<file path="src/rtl/dm_access_unit_pkg.sv">
// Shared definitions for the data-memory access unit: access size codes,
// FSM state encoding, default memory size and the request legality check.
package dm_access_unit_pkg;

    // Access size codes carried on req_size
    localparam logic [1:0] SZ_BYTE = 2'd0;
    localparam logic [1:0] SZ_HALF = 2'd1;
    localparam logic [1:0] SZ_WORD = 2'd2;
    localparam logic [1:0] SZ_ILL  = 2'd3;

    // Default data memory size in bytes
    localparam int unsigned MEM_BYTES_DEF = 32'd4096;

    // Access unit FSM states
    typedef enum logic [1:0] {
        ST_IDLE = 2'd0,
        ST_RD   = 2'd1,
        ST_WR   = 2'd2,
        ST_RESP = 2'd3
    } dm_state_e;

    // A request is rejected for an illegal size, a misaligned half/word
    // address, or any address at or beyond the end of memory.
    function automatic logic dm_req_err(
        input logic [1:0]  size,
        input logic [31:0] addr,
        input logic [31:0] mem_bytes
    );
        logic align_err_s;
        case (size)
            SZ_BYTE: align_err_s = 1'b0;
            SZ_HALF: align_err_s = addr[0];
            SZ_WORD: align_err_s = (addr[1:0] != 2'b00);
            default: align_err_s = 1'b1;
        endcase
        return align_err_s | (addr >= mem_bytes);
    endfunction

endpackage

</file>
<file path="src/rtl/dm_lane_mux.sv">
// Byte-lane steering for the access unit: extracts and extends the
// addressed lane(s) of a memory word for loads, and merges store data into
// the addressed lane(s) of a memory word for sub-word stores.
// Lanes are little-endian: offset 0 is bits 7:0.
module dm_lane_mux
    import dm_access_unit_pkg::*;
(
    input  logic [31:0] word,
    input  logic [1:0]  offset,
    input  logic [1:0]  size,
    input  logic        sign_ext,
    input  logic [15:0] wdata,
    output logic [31:0] load_data,
    output logic [31:0] store_data
);

    logic [7:0]  byte_s;
    logic [15:0] half_s;

    // Pick the addressed byte and halfword out of the memory word
    always_comb begin
        byte_s = 8'h00;
        case (offset)
            2'd0:    byte_s = word[7:0];
            2'd1:    byte_s = word[15:8];
            2'd2:    byte_s = word[23:16];
            2'd3:    byte_s = word[31:24];
            default: byte_s = 8'h00;
        endcase
        if (offset[1]) begin
            half_s = word[31:16];
        end else begin
            half_s = word[15:0];
        end
    end

    // Extend the selected lane(s) to a full word for loads
    always_comb begin
        load_data = 32'h0000_0000;
        case (size)
            SZ_BYTE: load_data = {{24{sign_ext & byte_s[7]}}, byte_s};
            SZ_HALF: load_data = {{16{sign_ext & half_s[15]}}, half_s};
            SZ_WORD: load_data = word;
            default: load_data = 32'h0000_0000;
        endcase
    end

    // Replace only the addressed lane(s) of the old word for sub-word stores
    always_comb begin
        store_data = word;
        case (size)
            SZ_BYTE: begin
                case (offset)
                    2'd0:    store_data[7:0]   = wdata[7:0];
                    2'd1:    store_data[15:8]  = wdata[7:0];
                    2'd2:    store_data[23:16] = wdata[7:0];
                    2'd3:    store_data[31:24] = wdata[7:0];
                    default: store_data        = word;
                endcase
            end
            SZ_HALF: begin
                if (offset[1]) begin
                    store_data[31:16] = wdata;
                end else begin
                    store_data[15:0] = wdata;
                end
            end
            default: store_data = word;
        endcase
    end

endmodule

</file>
<file path="src/rtl/dm_access_unit.sv">
// Initiator-side data memory access unit. Accepts byte/half/word loads and
// stores over a valid/ready handshake, rejects illegal requests without
// touching memory, performs read-modify-write for sub-word stores on the
// word-only memory port, and returns a one-cycle response pulse.
// All outputs are registered from the next state, so each strobe is high
// exactly while the FSM sits in the matching state.
module dm_access_unit
    import dm_access_unit_pkg::*;
#(
    parameter int unsigned MEM_BYTES = MEM_BYTES_DEF,
    parameter int unsigned DM_IDX_W  = 32'd10
) (
    input  logic        clk,
    input  logic        reset,
    input  logic        req_valid,
    output logic        req_ready,
    input  logic        req_we,
    input  logic [1:0]  req_size,
    input  logic        req_signed,
    input  logic [31:0] req_addr,
    input  logic [31:0] req_wdata,
    output logic        resp_valid,
    output logic [31:0] resp_rdata,
    output logic        resp_err,
    output logic [31:0] dm_addr,
    output logic [31:0] dm_din,
    output logic        dm_we,
    output logic        dm_re,
    input  logic [31:0] dm_dout
);

    // Byte-address bits that reach memory: word index plus lane offset.
    // Legal addresses are below MEM_BYTES, so higher bits are always zero.
    localparam int unsigned AW = DM_IDX_W + 32'd2;

    dm_state_e state_r;
    dm_state_e next_state_s;

    // Latched request
    logic          we_r;
    logic [1:0]    size_r;
    logic          signed_r;
    logic [AW-1:0] addr_r;
    logic [15:0]   wdata_r;

    // Output registers
    logic          req_ready_r;
    logic          resp_valid_r;
    logic [31:0]   resp_rdata_r;
    logic          resp_err_r;
    logic [31:0]   dm_addr_r;
    logic [31:0]   dm_din_r;
    logic          dm_we_r;
    logic          dm_re_r;

    // Decoded helpers
    logic          req_err_s;
    logic          accept_s;
    logic [31:0]   req_word_addr_s;
    logic [31:0]   lat_word_addr_s;
    logic [31:0]   load_data_s;
    logic [31:0]   store_data_s;

    assign req_err_s       = dm_req_err(req_size, req_addr, 32'(MEM_BYTES));
    assign req_word_addr_s = {{(32 - AW){1'b0}}, req_addr[AW-1:2], 2'b00};
    assign lat_word_addr_s = {{(32 - AW){1'b0}}, addr_r[AW-1:2], 2'b00};

    assign req_ready  = req_ready_r;
    assign resp_valid = resp_valid_r;
    assign resp_rdata = resp_rdata_r;
    assign resp_err   = resp_err_r;
    assign dm_addr    = dm_addr_r;
    assign dm_din     = dm_din_r;
    assign dm_we      = dm_we_r;
    assign dm_re      = dm_re_r;

    // Lane steering works on live memory data while in RD; its results are
    // captured into resp_rdata (loads) or dm_din (sub-word stores).
    dm_lane_mux u_lane_mux (
        .word       (dm_dout),
        .offset     (addr_r[1:0]),
        .size       (size_r),
        .sign_ext   (signed_r),
        .wdata      (wdata_r),
        .load_data  (load_data_s),
        .store_data (store_data_s)
    );

    // Next-state decode: errors skip memory, word stores skip the read
    always_comb begin
        next_state_s = state_r;
        accept_s     = 1'b0;
        case (state_r)
            ST_IDLE: begin
                if (req_valid) begin
                    accept_s = 1'b1;
                    if (req_err_s) begin
                        next_state_s = ST_RESP;
                    end else if (req_we && (req_size == SZ_WORD)) begin
                        next_state_s = ST_WR;
                    end else begin
                        next_state_s = ST_RD;
                    end
                end else begin
                    next_state_s = ST_IDLE;
                end
            end
            ST_RD: begin
                if (we_r) begin
                    next_state_s = ST_WR;
                end else begin
                    next_state_s = ST_RESP;
                end
            end
            ST_WR:   next_state_s = ST_RESP;
            ST_RESP: next_state_s = ST_IDLE;
            default: next_state_s = ST_IDLE;
        endcase
    end

    // FSM state register
    always_ff @(posedge clk or negedge reset) begin
        if (!reset) begin
            state_r <= ST_IDLE;
        end else begin
            state_r <= next_state_s;
        end
    end

    // Capture the request fields on the accept edge
    always_ff @(posedge clk or negedge reset) begin
        if (!reset) begin
            we_r     <= 1'b0;
            size_r   <= 2'b00;
            signed_r <= 1'b0;
            addr_r   <= '0;
            wdata_r  <= 16'h0000;
        end else if (accept_s) begin
            we_r     <= req_we;
            size_r   <= req_size;
            signed_r <= req_signed;
            addr_r   <= req_addr[AW-1:0];
            wdata_r  <= req_wdata[15:0];
        end else begin
            we_r     <= we_r;
            size_r   <= size_r;
            signed_r <= signed_r;
            addr_r   <= addr_r;
            wdata_r  <= wdata_r;
        end
    end

    // Output registers, loaded with the values of the state being entered
    always_ff @(posedge clk or negedge reset) begin
        if (!reset) begin
            req_ready_r  <= 1'b1;
            resp_valid_r <= 1'b0;
            resp_rdata_r <= 32'h0000_0000;
            resp_err_r   <= 1'b0;
            dm_addr_r    <= 32'h0000_0000;
            dm_din_r     <= 32'h0000_0000;
            dm_we_r      <= 1'b0;
            dm_re_r      <= 1'b0;
        end else begin
            req_ready_r  <= (next_state_s == ST_IDLE);
            resp_valid_r <= (next_state_s == ST_RESP);
            dm_re_r      <= (next_state_s == ST_RD);
            dm_we_r      <= (next_state_s == ST_WR);
            case (state_r)
                ST_IDLE: begin
                    resp_err_r   <= accept_s & req_err_s;
                    resp_rdata_r <= 32'h0000_0000;
                    dm_addr_r    <= ((next_state_s == ST_RD) || (next_state_s == ST_WR))
                                    ? req_word_addr_s : 32'h0000_0000;
                    dm_din_r     <= (next_state_s == ST_WR) ? req_wdata : 32'h0000_0000;
                end
                ST_RD: begin
                    resp_err_r   <= 1'b0;
                    resp_rdata_r <= we_r ? 32'h0000_0000 : load_data_s;
                    dm_addr_r    <= we_r ? lat_word_addr_s : 32'h0000_0000;
                    dm_din_r     <= we_r ? store_data_s : 32'h0000_0000;
                end
                default: begin
                    resp_err_r   <= 1'b0;
                    resp_rdata_r <= 32'h0000_0000;
                    dm_addr_r    <= 32'h0000_0000;
                    dm_din_r     <= 32'h0000_0000;
                end
            endcase
        end
    end

endmodule

</file>
<file path="config.mk">
export PLATFORM = sky130hd
export DESIGN_NAME = dm_access_unit
export DESIGN_NICKNAME = d
export VERILOG_FILES = /design/src/rtl/dm_access_unit_pkg.sv /design/src/rtl/dm_lane_mux.sv /design/src/rtl/dm_access_unit.sv
export SDC_FILE = /design/constraint.sdc
export NUM_CORES = 1
export LEC_CHECK = 0
export ABC_AREA = 1
export CELL_PAD_IN_SITES_DETAIL_PLACEMENT = 2
export CELL_PAD_IN_SITES_GLOBAL_PLACEMENT = 2
export CORE_MARGIN = 2
export CORE_UTILIZATION = 37
export DETAILED_ROUTE_END_ITERATION = 8
export DONT_BUFFER_PORTS = 1
export PLACE_DENSITY = 0.86
export SYNTH_ARGS = -nofsm -noshare
export SYNTH_HDL_FRONTEND = slang
export SYNTH_SLANG_ARGS = --single-unit
</file>
<file path="constraint.sdc">
create_clock -name clk -period 3.51 [get_ports clk]
set_input_delay 0.1755 -clock clk [delete_from_list [all_inputs] [get_ports clk]]
set_output_delay 0.1755 -clock clk [all_outputs]
set_load 0.005 [all_outputs]
</file>
==> metrics, run 1 <==
status=finished clean; Filler cells=1610; row count=44; Clock Sinks=113; Lkg Pwr=3.403 nW; aggregate global-route resource usage=29.10%; Hold Crit Depth=2; Hold WS=0.01507 ns; MaxCap Viol Count=0; post-CTS setup buffer count=0; placed cells=855; Ports=204; DR vias/cell=5.291; worst slew pin tran=0.7256 ns; CTS Buf Count=17; Starting Density=37.98%; pin count of the biggest net entering global routing=114; Detailed Route WL=22370 um; critical path class=reg -> reg; most frequent cells in the layout=nand2_1, dfrtp_1, nor2_1; Reg clk slew, reported paths=0.06 ns; share of the synthesized area in the top cell type=50.77%; Post-DRT Antenna Nets=0; Post-Synthesis Cells=693; R2R depth=14; critical path data arrival time=3.30 ns; Core Region=0.01453 mm^2; Power Total=6.181 mW; hold endpoint=resp_rdata[6]$_DFF_PN0_; DIE WIDTH=126.1 um; Die Span Y=126.1 um; Slew Viols, Final=0; vias in the first global route=5780; Mapped Avg Cell Area=7.966 um^2; routability cong.=0.8942; PD cells=894.4 mW/mm^2; Cell Count, Final, Fillers Out=958; clk buf depth=2; Initial DRC Count=239; initial antenna violation count=1; worst-path maximum fanout=26; synthesized flop and latch total=113; fraction of layout cells with a size suffix above 1=7.374%; GRT overflow=0; Critical Path Source Type=register; Distinct cells, synth=29; Worst setup EP type=register; CP required=3.77 ns; first-pass GRT wire length=34930 um; Via Count=5069; # DRC=0; Area contributors post-synth=dfrtp_1, nand2_1, o21ai_0; r2r endpoint=dm_din[19]$_DFF_PN0_; worst vdd ir=0.4377 mV; DR pass1 iterations=4; Max Clk Rate=329.1 MHz; RSZ-0062 raised after global routing=false; post-detail-place hpwl=14720 um; final net count=870; setup TNS=0 ns; H-Tree Depth=4; Clock Skew=0.01034 ns; area grow syn2layout=25.18%; commonest non-fill, non-tap cell in the layout=nand2_1; count of final hold-check violations=0; Mapped Area=0.005520 mm^2; r2r startpoint=state_r[1]$_DFF_PN0_; crit path time final=3.039 ns; YS warnings=0; worst skew pair latency=0.42 ns; hold_sp=dm_dout[22]; port bufs=0; Crit. Startpoint=state_r[1]$_DFF_PN0_; fin crit share=86.57%; final setup vio count=0; r2r setup slk=0.47 ns; worst rel slew slack=51.63%; sequential element share of the synthesized area=51.25%; root buffer cell=clkbuf_16; CTS tree=built; wire per inst=23.35 um; hold crit path type=in -> reg; post-synth top area cell=dfrtp_1; full die area=0.01591 mm^2
==> worst max path at each step <==
stage / to / depth (start not counted) / slack (ns)
CTS: dm_din[24]$_DFF_PN0_ / 14 / 0.35
finish: dm_din[19]$_DFF_PN0_ / 14 / 0.47
global route: dm_din[19]$_DFF_PN0_ / 14 / 0.14
detailed placement: dm_din[29]$_DFF_PN0_ / 14 / 0.35
global placement: dm_din[29]$_DFF_PN0_ / 14 / 0.66
floorplan: dm_din[27]$_DFF_PN0_ / 12 / 1.34
==> worst max-delay path, cell delays in order (launching register included) <==
cell        delay [ns]
dfrtp_1           0.37
inv_1             0.08
ha_1              0.22
nand2_1           0.09
buf_4             0.26
inv_1             0.22
nand2_1           0.12
nand2_1           0.08
o21bai_1          0.21
ha_1              0.22
nand2_1           0.07
buf_4             0.22
clkinvlp_4        0.37
nand2_1           0.15
o21ai_0           0.17
==> flip-flops by register name (all words and copies together) (netlist names), 2 cells and up <==
register	flops
dm_din	32
resp_rdata	32
wdata_r	16
addr_r	12
dm_addr	10
size_r	2
state_r	2
==> power by group <==
group | leakage [nW] | internal [mW] | switching (mW) | total, mW
logic | 1.61 | 0.612 | 1.56 | 2.17
registers | 1.50 | 1.77 | 0.432 | 2.20
clock network | 0.292 | 1.17 | 0.639 | 1.81
total | 3.40 | 3.55 | 2.63 | 6.18
==> area by class of cell <==
| type | instances | area (um^2) | share of cell area, % |
|---|---|---|---|
| clock inverters | 10 | 132.6 | 1.919 |
| diodes | 1 | 2.502 | 0.03621 |
| flip-flops and latches | 113 | 2829 | 40.94 |
| inverters | 86 | 326.6 | 4.726 |
| multi-input cells | 467 | 2160 | 31.25 |
| well taps | 184 | 230.2 | 3.332 |
| repair buffers | 75 | 755.7 | 10.94 |
| clock buffers | 22 | 474.2 | 6.862 |
==> synthesized netlist by cell type <==
library cell	number
inv_1	82
a21oi_1	43
a22oi_1	1
nand3_1	20
nor2_1	86
buf_1	1
nor3_1	1
o21ai_1	8
dfrtp_1	112
o21bai_1	2
dfstp_2	1
buf_4	25
or2_2	1
o21ai_0	75
nor2_4	3
nand2_1	163
clkinv_1	2
o22ai_1	11
buf_6	1
ha_1	7
buf_2	8
nand2_2	3
inv_2	2
nand3_2	3
o31ai_1	12
clkbuf_1	13
a21oi_2	3
conb_1	1
nor2_2	3
==> timing repair <==
action	4_1_cts	5_1_grt
endpoints found under the setup margin	0	3
endpoints found under the hold margin	199	0
hold buffers	70	0
gates resized for setup	0	1
==> logic make-up (layout without fill, tap and decap cells) <==
group | after synthesis | count (layout) | synth area share [%]
buffers and inverters | 134 | 193 | 11.13
adder cells (fa/ha/maj) | 7 | 7 | 1.587
AO/OA/AOI/OAI | 155 | 155 | 15.19
flip-flops | 113 | 113 | 51.25
other | 1 | 23 | 0.06793
AND/OR/NAND/NOR | 283 | 283 | 20.78
==> stage by stage <==
stage	area [um^2]	utilization, %	setup slack [ns]
6_report	6910	47.55	0.4714
3_5_place_dp	5579	38.39	0.3495
3_3_place_gp	5579	38.39	0.6572
4_1_cts	6904	47.50	0.3488
2_1_floorplan	5599	-	1.344
5_1_grt	6910	47.55	0.1443
==> routing by layer <==
metal  GRT usage, %  up-vias  routed length (um)
li1               -     2288                   -
met1          33.12     2542                8485
met2          52.44      196               11740
met3          7.434       43                1340
met4          10.92        0                 801
met5              0        -                   0
Power figures use the tool's default switching activity.
==> inputs of run 2 (changes only) <==
--- a/config.mk
+++ b/config.mk
@@ -9,10 +9,11 @@
 export CELL_PAD_IN_SITES_DETAIL_PLACEMENT = 2
 export CELL_PAD_IN_SITES_GLOBAL_PLACEMENT = 2
 export CORE_MARGIN = 2
-export CORE_UTILIZATION = 37
+export CORE_UTILIZATION = 35
 export DETAILED_ROUTE_END_ITERATION = 8
 export DONT_BUFFER_PORTS = 1
-export PLACE_DENSITY = 0.86
+export PLACE_DENSITY = 0.82
+export SETUP_SLACK_MARGIN = 0.3
 export SYNTH_ARGS = -nofsm -noshare
 export SYNTH_HDL_FRONTEND = slang
 export SYNTH_SLANG_ARGS = --single-unit
==> run 2 against run 1 <==
Sequential share of layout area shrank 0.32 points. Hold slack lost 0.0033 ns. Combinational power grew 6%. Sequential power is essentially flat. Clock skew grew 0.0059 ns. Routed wire length grew 9.8%. Clock-buffer cell count grew 2. Setup slack gained 0.063 ns. Global-route usage grew 1.1 points.
==> metrics, run 2 (synthesized netlist as in run 1, its figures left out) <==
RSZ-0062 raised after global routing=false; GRT overflow=0 (unchanged); Power Total=6.236 mW (+0.90%); vias in the first global route=6037 (+4.4%); setup TNS=0 ns (unchanged); count of final hold-check violations=0 (unchanged); root buffer cell=clkbuf_16; crit path time final=2.976 ns (-0.06277 ns); final net count=876 (+0.69%); Initial DRC Count=345 (+44%); # DRC=0 (unchanged); CTS tree=built; Critical Path Source Type=register; commonest non-fill, non-tap cell in the layout=nand2_1; worst-path maximum fanout=25 (-3.8%); initial antenna violation count=0 (-1); fin crit share=84.78% (-1.8 points); Via Count=5311 (+4.8%); Filler cells=1703 (+5.8%); r2r setup slk=0.53 ns (+0.06 ns); pin count of the biggest net entering global routing=114 (unchanged); Finished Cell Area=0.006965 mm^2 (+0.80%); Detailed Route WL=24560 um (+9.8%); Clock Sinks=113 (unchanged); area grow syn2layout=26.18%; fraction of layout cells with a size suffix above 1=6.950% (-0.42 points); Slew Viols, Final=0 (unchanged); first-pass GRT wire length=37240 um (+6.6%); routability cong.=0.9175 (+2.6%); Met1 Wirelength=9127 um (+7.6%); Reg clk slew, reported paths=0.07 ns (about the same); worst vdd ir=0.4408 mV (+0.72%); post-layout util=45.48% (-2.1 points); CTS Buf Count=17 (unchanged); H-Tree Depth=4 (unchanged); Cell Count, Final, Fillers Out=988 (+3.1%); critical path data arrival time=3.25 ns (-0.05 ns); worst skew pair latency=0.43 ns (about the same); Setup WS post-layout=0.5342 ns (+0.06277 ns); hold endpoint=resp_rdata[23]$_DFF_PN0_; critical path class=reg -> reg; met2 WL post-DR=12420 um (+5.8%); DIE WIDTH=129.6 um (+2.7%); uppermost routed layer=met4; Core Region=0.01531 mm^2 (+5.4%); post-place setup slack=0.3666 ns (+0.01709 ns); Register Area=0.002829 mm^2 (unchanged); Hold Crit Depth=4 (+2); status=finished clean; Lkg Pwr=3.433 nW (+0.87%); aggregate global-route resource usage=30.23% (+1.1 points); r2r endpoint=dm_din[29]$_DFF_PN0_; Post-DRT Antenna Nets=0 (unchanged); row count=45 (+2.3%); Clock Skew=0.01628 ns (+0.005941 ns); DR vias/cell=5.376 (+1.6%); Hold WS=0.01173 ns (-0.003340 ns); Max Clk Rate=336.0 MHz (+2.1%); wire per inst=24.85 um (+6.5%); Starting Density=36.05% (-1.9 points); final setup vio count=0 (unchanged); area occupied by multi-input gates=0.002160 mm^2 (unchanged); Placed Instance Area=0.005613 mm^2 (+0.61%); worst rel slew slack=25.05% (-27 points); PD cells=895.3 mW/mm^2 (about the same); Die Span Y=129.6 um (+2.7%); clk buf depth=2 (unchanged); met3 WL=1853 um (+38%); most frequent cells in the layout=nand2_1, dfrtp_1, nor2_1; hold_sp=dm_dout[23]; port bufs=0 (unchanged); full die area=0.01679 mm^2 (+5.5%); Worst setup EP type=register; Ports=204 (unchanged); r2r startpoint=state_r[0]$_DFF_PN0_; DR pass1 iterations=5 (+1); post-detail-place hpwl=14310 um (-2.8%); CP required=3.79 ns (+0.02 ns); hold crit path type=in -> reg; R2R depth=14 (unchanged); # diodes=0 (-1); worst slew pin tran=1.123 ns (+0.3975 ns); placed cells=882 (+3.2%); MaxCap Viol Count=0 (unchanged)
[run 2: worst max path at each step]
stage | startpoint | end | slack [ns] | cells after the start
after detailed placement | state_r[0]$_DFF_PN0_ | dm_din[16]$_DFF_PN0_ | 0.37 | 14
after global routing | state_r[0]$_DFF_PN0_ | dm_din[29]$_DFF_PN0_ | 0.32 | 14
after floorplan | state_r[0]$_DFF_PN0_ | dm_din[27]$_DFF_PN0_ | 1.34 | 12
final | state_r[0]$_DFF_PN0_ | dm_din[29]$_DFF_PN0_ | 0.53 | 14
after CTS | state_r[0]$_DFF_PN0_ | dm_din[16]$_DFF_PN0_ | 0.53 | 14
after global placement | state_r[0]$_DFF_PN0_ | dm_din[16]$_DFF_PN0_ | 0.67 | 14
[run 2: layout make-up]
class,count,area share (%)
clock buffers,24,7.059
clock inverters,6,1.150
inverters,86,4.670
multi-input cells,467,31.00
flip-flops and latches,113,40.61
well taps,211,3.790
repair buffers,81,11.71
[run 2: repair_timing]
action / CTS / global route
hold buffers: 76 / 0
resized for setup: 1 / 1
setup endpoints to repair: 15 / 18
setup buffers: 0 / 0
hold endpoints to repair: 198 / 0
[run 2: power breakdown]
group / internal, mW / switching, mW / total [mW]
registers: 1.77 / 0.449 / 2.22
logic: 0.626 / 1.66 / 2.29
clock network: 1.11 / 0.623 / 1.73
[run 2: per-layer routing]
metal | vias up | global-route usage (%)
met5 | - | 0
met4 | 0 | 16.57
met3 | 69 | 9.166
met2 | 250 | 51.92
met1 | 2698 | 33.47
li1 | 2294 | -
[run 2: critical path, cell delays in order, from the launching register on]
cell and delay, ns:
dfrtp_1 0.39, inv_1 0.11, ha_1 0.26, nand2_1 0.10, buf_4 0.22, inv_1 0.31
nand2_1 0.14, nand2_1 0.11, o21bai_1 0.18, ha_1 0.25, nand2_1 0.07, buf_4 0.21
inv_4 0.20, nand2_1 0.08, o21ai_0 0.19
